[src/rtl/wb_arbiter.sv]
// wb_arbiter: round-robin Wishbone arbiter merging NM masters onto one port, with a stall watchdog
//  wb_clk_i/wb_rst_ni : clock, synchronous active-low reset
//  m_*_i / m_*_o      : packed per-master request buses (master k at slice k), read data broadcast
//  s_*_o / s_*_i      : single master port toward the interconnect
//  gnt_o              : one-hot current grant
module wb_arbiter #(
  parameter int NM = 2,
  parameter int AW = 32,
  parameter int DW = 32,
  parameter int TIMEOUT = 255,
  parameter logic [DW-1:0] ERR_DATA = 32'hDEAD_BEEF
) (
  input  logic                 wb_clk_i,
  input  logic                 wb_rst_ni,
  input  logic [NM-1:0]        m_cyc_i,
  input  logic [NM-1:0]        m_stb_i,
  input  logic [NM-1:0]        m_we_i,
  input  logic [NM*DW/8-1:0]   m_sel_i,
  input  logic [NM*AW-1:0]     m_adr_i,
  input  logic [NM*DW-1:0]     m_dat_i,
  output logic [DW-1:0]        m_dat_o,
  output logic [NM-1:0]        m_ack_o,
  output logic [NM-1:0]        m_err_o,
  output logic                 s_cyc_o,
  output logic                 s_stb_o,
  output logic                 s_we_o,
  output logic [DW/8-1:0]      s_sel_o,
  output logic [AW-1:0]        s_adr_o,
  output logic [DW-1:0]        s_dat_o,
  input  logic [DW-1:0]        s_dat_i,
  input  logic                 s_ack_i,
  output logic [NM-1:0]        gnt_o
);
  localparam int SW = DW / 8;
  localparam int LW = NM > 1 ? $clog2(NM) : 1;
  localparam int CW = $clog2(TIMEOUT + 1);
  typedef enum logic {IDLE, BUSY} state_t;
  state_t r_state, w_state_nx;
  logic [NM-1:0] r_gnt, w_gnt_nx, w_pick;
  logic [LW-1:0] r_last, w_last_nx, w_gidx;
  logic [CW-1:0] r_cnt, w_cnt_nx;
  logic r_err_d, w_err_d_nx;
  logic w_cyc, w_stb, w_we, w_to;
  logic [SW-1:0] w_sel;
  logic [AW-1:0] w_adr;
  logic [DW-1:0] w_dat;
  // walk from the lowest priority upward so the highest-priority requester is written last
  always_comb begin
    w_pick = '0;
    for (int i = NM; i > 0; i--)
      if (m_cyc_i[(int'(r_last) + i) % NM]) begin
        w_pick = '0;
        w_pick[(int'(r_last) + i) % NM] = 1'b1;
      end
  end
  always_comb begin
    w_gidx = '0;
    w_cyc = 1'b0;
    w_stb = 1'b0;
    w_we = 1'b0;
    w_sel = '0;
    w_adr = '0;
    w_dat = '0;
    for (int k = 0; k < NM; k++)
      if (r_gnt[k]) begin
        w_gidx = LW'(k);
        w_cyc = m_cyc_i[k];
        w_stb = m_stb_i[k];
        w_we = m_we_i[k];
        w_sel = m_sel_i[k*SW +: SW];
        w_adr = m_adr_i[k*AW +: AW];
        w_dat = m_dat_i[k*DW +: DW];
      end
  end
  assign w_to = w_cyc & w_stb & ~s_ack_i & (r_cnt == CW'(TIMEOUT - 1));
  assign s_cyc_o = w_cyc;
  assign s_stb_o = w_cyc & w_stb & ~w_to;
  assign s_we_o = w_we;
  assign s_sel_o = w_sel;
  assign s_adr_o = w_adr;
  assign s_dat_o = w_dat;
  // an ack straggling in right after a timeout belongs to the abandoned access
  assign m_ack_o = r_gnt & {NM{w_cyc & s_ack_i & ~r_err_d}};
  assign m_err_o = r_gnt & {NM{w_to}};
  assign m_dat_o = w_to ? ERR_DATA : s_dat_i;
  assign gnt_o = r_gnt;
  always_comb begin
    w_state_nx = r_state;
    w_gnt_nx = r_gnt;
    w_last_nx = r_last;
    w_cnt_nx = '0;
    w_err_d_nx = 1'b0;
    if (r_state == IDLE) begin
      if (|m_cyc_i) begin
        w_state_nx = BUSY;
        w_gnt_nx = w_pick;
      end
    end else if (!w_cyc) begin
      w_state_nx = IDLE;
      w_gnt_nx = '0;
      w_last_nx = w_gidx;
    end else begin
      w_cnt_nx = (w_stb && !s_ack_i && !w_to) ? r_cnt + 1'b1 : '0;
      w_err_d_nx = w_to;
    end
  end
  always_ff @(posedge wb_clk_i) begin
    if (!wb_rst_ni) begin
      r_state <= IDLE;
      r_gnt <= '0;
      r_last <= LW'(NM - 1);
      r_cnt <= '0;
      r_err_d <= 1'b0;
    end else begin
      r_state <= w_state_nx;
      r_gnt <= w_gnt_nx;
      r_last <= w_last_nx;
      r_cnt <= w_cnt_nx;
      r_err_d <= w_err_d_nx;
    end
  end
endmodule
[config.mk]
export PLATFORM = sky130hd
export DESIGN_NAME = wb_arbiter
export DESIGN_NICKNAME = d
export VERILOG_FILES = /design/src/rtl/wb_arbiter.sv
export SDC_FILE = /design/constraint.sdc
export NUM_CORES = 1
export LEC_CHECK = 0
export CORE_AREA = 2 2 110 112
export CTS_BUF_LIST = sky130_fd_sc_hd__clkbuf_16
export CTS_CLUSTER_SIZE = 40
export DETAILED_ROUTE_END_ITERATION = 10
export DIE_AREA = 0 0 112 114
export GPL_ROUTABILITY_DRIVEN = 1
export GPL_TIMING_DRIVEN = 0
export PLACE_DENSITY = 0.7
export SLEW_MARGIN = 20
export SYNTH_ARGS = -nofsm -noshare
export SYNTH_HDL_FRONTEND = slang
export SYNTH_SLANG_ARGS = --single-unit
[constraint.sdc]
create_clock -name wb_clk_i -period 1.9 [get_ports wb_clk_i]
set_input_delay 0.285 -clock wb_clk_i [delete_from_list [all_inputs] [get_ports wb_clk_i]]
set_output_delay 0.285 -clock wb_clk_i [all_outputs]
set_load 0.02 [all_outputs]
==> flow_summary.json <==
{
  "seq_area_frac_synth_pct": 16.5,
  "antenna_found_initial": 0,
  "syn-num-nets": 371,
  "cts_hold_buf": 0,
  "max-clock-path-buffers": 2,
  "critPathBufInv": 4,
  "gp_congestion": 0.773,
  "clock_latency_ns": 0.24,
  "hold_end": "r_last$_SDFFE_PN1P_",
  "critPathKind": "reg -> out",
  "vias": 2894,
  "ir_drop_uv": 324,
  "crit_arrival_ns": 1.77,
  "synthesis.instances": 192,
  "cts-root-buf": "clkbuf_16",
  "final.period_utilization_pct": 108,
  "dieArea_sq_um": 12800,
  "io_pins": 286,
  "hold_viol_final": 0,
  "netSwitchingPower_uw": 656,
  "syn_to_final_growth_pct": 211,
  "yosys-top-cells-area": "a22o_1, dfxtp_1, or2_2",
  "layout-drive-gt1-share_pct": 37.6,
  "yosysTopAreaCellShare_pct": 38.3,
  "combPwrFrac_pct": 63.6,
  "fmax_mhz": 488,
  "antenna_cells": 0,
  "netlist_area_sq_um": 1580,
  "worstHoldStart": "r_last$_SDFFE_PN1P_",
  "nets": 675,
  "yosysWarnings": 0,
  "finClkSkew_ns": 0.00206,
  "portBuffers": 285,
  "critical_path_required_ns": 1.62,
  "dpl-instance-area_sq_um": 4610,
  "cts_tree": "yes",
  "start_util_pct": 13.5,
  "antenna_left": 0,
  "slew_headroom_pct": 72.5,
  "violations": "setup timing",
  "power.internal_uw": 1240,
  "preCtsSetupSlack_ns": -0.961,
  "leakagePower_uw": 0.00210,
  "drc": 0,
  "final_cell_mix": "clkdlybuf4s50_1, a22o_1, buf_6, buf_2, clkdlybuf4s15_2",
  "cp_max_fo": 5,
  "fp.dieH_um": 114,
  "htreeDepth": 1,
  "path_delay_family": "buffers and inverters",
  "r2r_start": "r_cnt[0]$_SDFF_PN0_",
  "switching_share_pct": 34.6,
  "status": "complete, but fails checks",
  "tightest_slew_ns": 0.411,
  "clockPowerShare_pct": 21.0,
  "synth_seq_cells": 13,
  "ys.flop_type": "dfxtp_1",
  "async_flop_share_pct": 0,
  "rsz0062_at_grt": "yes",
  "synth_edf_count": 0,
  "cp-start-kind": "flip-flop",
  "core_sq_um": 11700,
  "critical_path.cell_chain": "inv_4 > ha_4 > nand4b_1 > a211oi_4 > buf_6 > buf_6 > and2_4 > buf_6",
  "first_pass_iters": 4,
  "holdCritPathClass": "reg -> reg",
  "maxCapViolations": 0,
  "synth_cell_type_count": 36,
  "worstSetupEndpointType": "output port",
  "setup_ws_ns": -0.151,
  "p_per_area_nw_per_um2": 388,
  "post_drt_wl_per_cell_um": 18.1,
  "r2r_slack_ns": 0.24,
  "grt_pass1_wl_um": 16200,
  "grt_pass1_vias": 2930,
  "track_usage_pct": 16.4,
  "synth_top_cell_by_area": "a22o_1",
  "final_common_cell": "clkdlybuf4s50_1",
  "grt.overflow.total": 0,
  "final_area_sq_um": 4900,
  "cp_common_cell": "buf_6",
  "finalMaxSlewViolations": 0,
  "drt-initial-drc-count": 63,
  "die_x_um": 112,
  "critPathSlowestCell": "dfxtp_4",
  "via_per_inst": 4.51,
  "hpwl_um": 9700,
  "totalWireLength_um": 11600,
  "r2r_end": "r_cnt[6]$_SDFF_PN0_",
  "worstRegToRegCells": 5,
  "pwr-share-seq_pct": 15.4,
  "period_minus_slack_ns": 2.05,
  "syn_area_per_cell_sq_um": 8.21,
  "slowest_delay_ns": 0.35,
  "clk_pin_slew_ns": 0.05,
  "setup_viol": 34,
  "grt_max_degree": 11,
  "fp-row-count": 40,
  "cts_buffers": 3,
  "cts_sinks": 13,
  "hold_depth": 1
}
how the worst max path moves through the flow:
stage	from	end	slack (ns)	cells past startpoint
floorplan	gnt_o[0]$_SDFFE_PN0P_	s_adr_o[23]	0.15	5
global placement	m_cyc_i[1]	m_err_o[1]	-0.91	6
finish	r_cnt[0]$_SDFF_PN0_	m_err_o[1]	-0.15	8
CTS	r_cnt[0]$_SDFF_PN0_	m_dat_o[7]	-0.12	8
detailed placement	m_cyc_i[1]	m_err_o[1]	-0.96	6
global route	r_cnt[0]$_SDFF_PN0_	m_err_o[1]	-0.22	8
sequential cells by signal (all words and copies together), names as in the netlist:
register / cells
r_state: 1
r_cnt: 8
gnt_o: 2
r_last: 1
r_err_d: 1
through the flow:
stage | hold slack [ns] | total power (uW) | std cells | TNS [ns] | util, %
6_report | 0.487 | 1900 | 642 | -3.65 | 41.8
5_1_grt | 0.505 | 1980 | 642 | -6.25 | 41.8
2_1_floorplan | 0.418 | 754 | 192 | 0 | -
3_3_place_gp | 0.449 | 1520 | 624 | -69.63 | 39.4
4_1_cts | 0.488 | 1900 | 640 | -2.37 | 41.4
3_5_place_dp | 0.478 | 1530 | 624 | -74.44 | 39.4
area by class of cell:
| type | instances | area [sq um] |
|---|---|---|
| inverters | 2 | 10.0 |
| repair buffers | 299 | 2820 |
| multi-input cells | 156 | 1330 |
| clock buffers | 3 | 75.1 |
| clock inverters | 1 | 3.75 |
| fillers | 1164 | 6810 |
| flip-flops and latches | 13 | 273 |
| plain buffers | 21 | 206 |
| well taps | 147 | 184 |
logic make-up after synthesis:
logic type,Yosys count,share of synthesized area [%]
AO/OA/AOI/OAI,80,45.6
adder cells (fa/ha/maj),2,1.59
XOR/XNOR,3,1.67
flip-flops,13,16.5
AND/OR/NAND/NOR,71,28.4
buffers and inverters,23,6.19
metal layers:
metal	vias up	share of wire [%]	track usage [%]
met4	0	2.6	5.12
met2	185	51	30.5
met1	1331	37	18.0
li1	1361	-	-
met3	17	9.2	4.57
met5	-	0	0
power by group through the flow:
| stage | Combinational (uW) | Clock, uW | Sequential [uW] |
|---|---|---|---|
| finish | 1210 | 398 | 292 |
| global route | 1270 | 419 | 293 |
| CTS | 1200 | 405 | 291 |
| detailed placement | 1230 | 0 | 298 |
| global placement | 1220 | 0 | 297 |
| floorplan | 458 | 0 | 296 |
Yosys cell counts (4+ instances only):
master and number:
a22o_1 69, buf_2 5, clkbuf_1 12, dfxtp_1 13, nand2_1 4, nand3_1 5
nor2b_1 10, nor4_1 5, or2_2 24
repair_timing:
item,4_1_cts,5_1_grt
gates cloned,2,1
setup buffers,10,1
endpoints found under the hold margin,0,0
pin swaps,3,5
gates resized for setup,498,61
setup endpoints to repair,107,95
No activity file was read; power rests on OpenSTA's default activity.
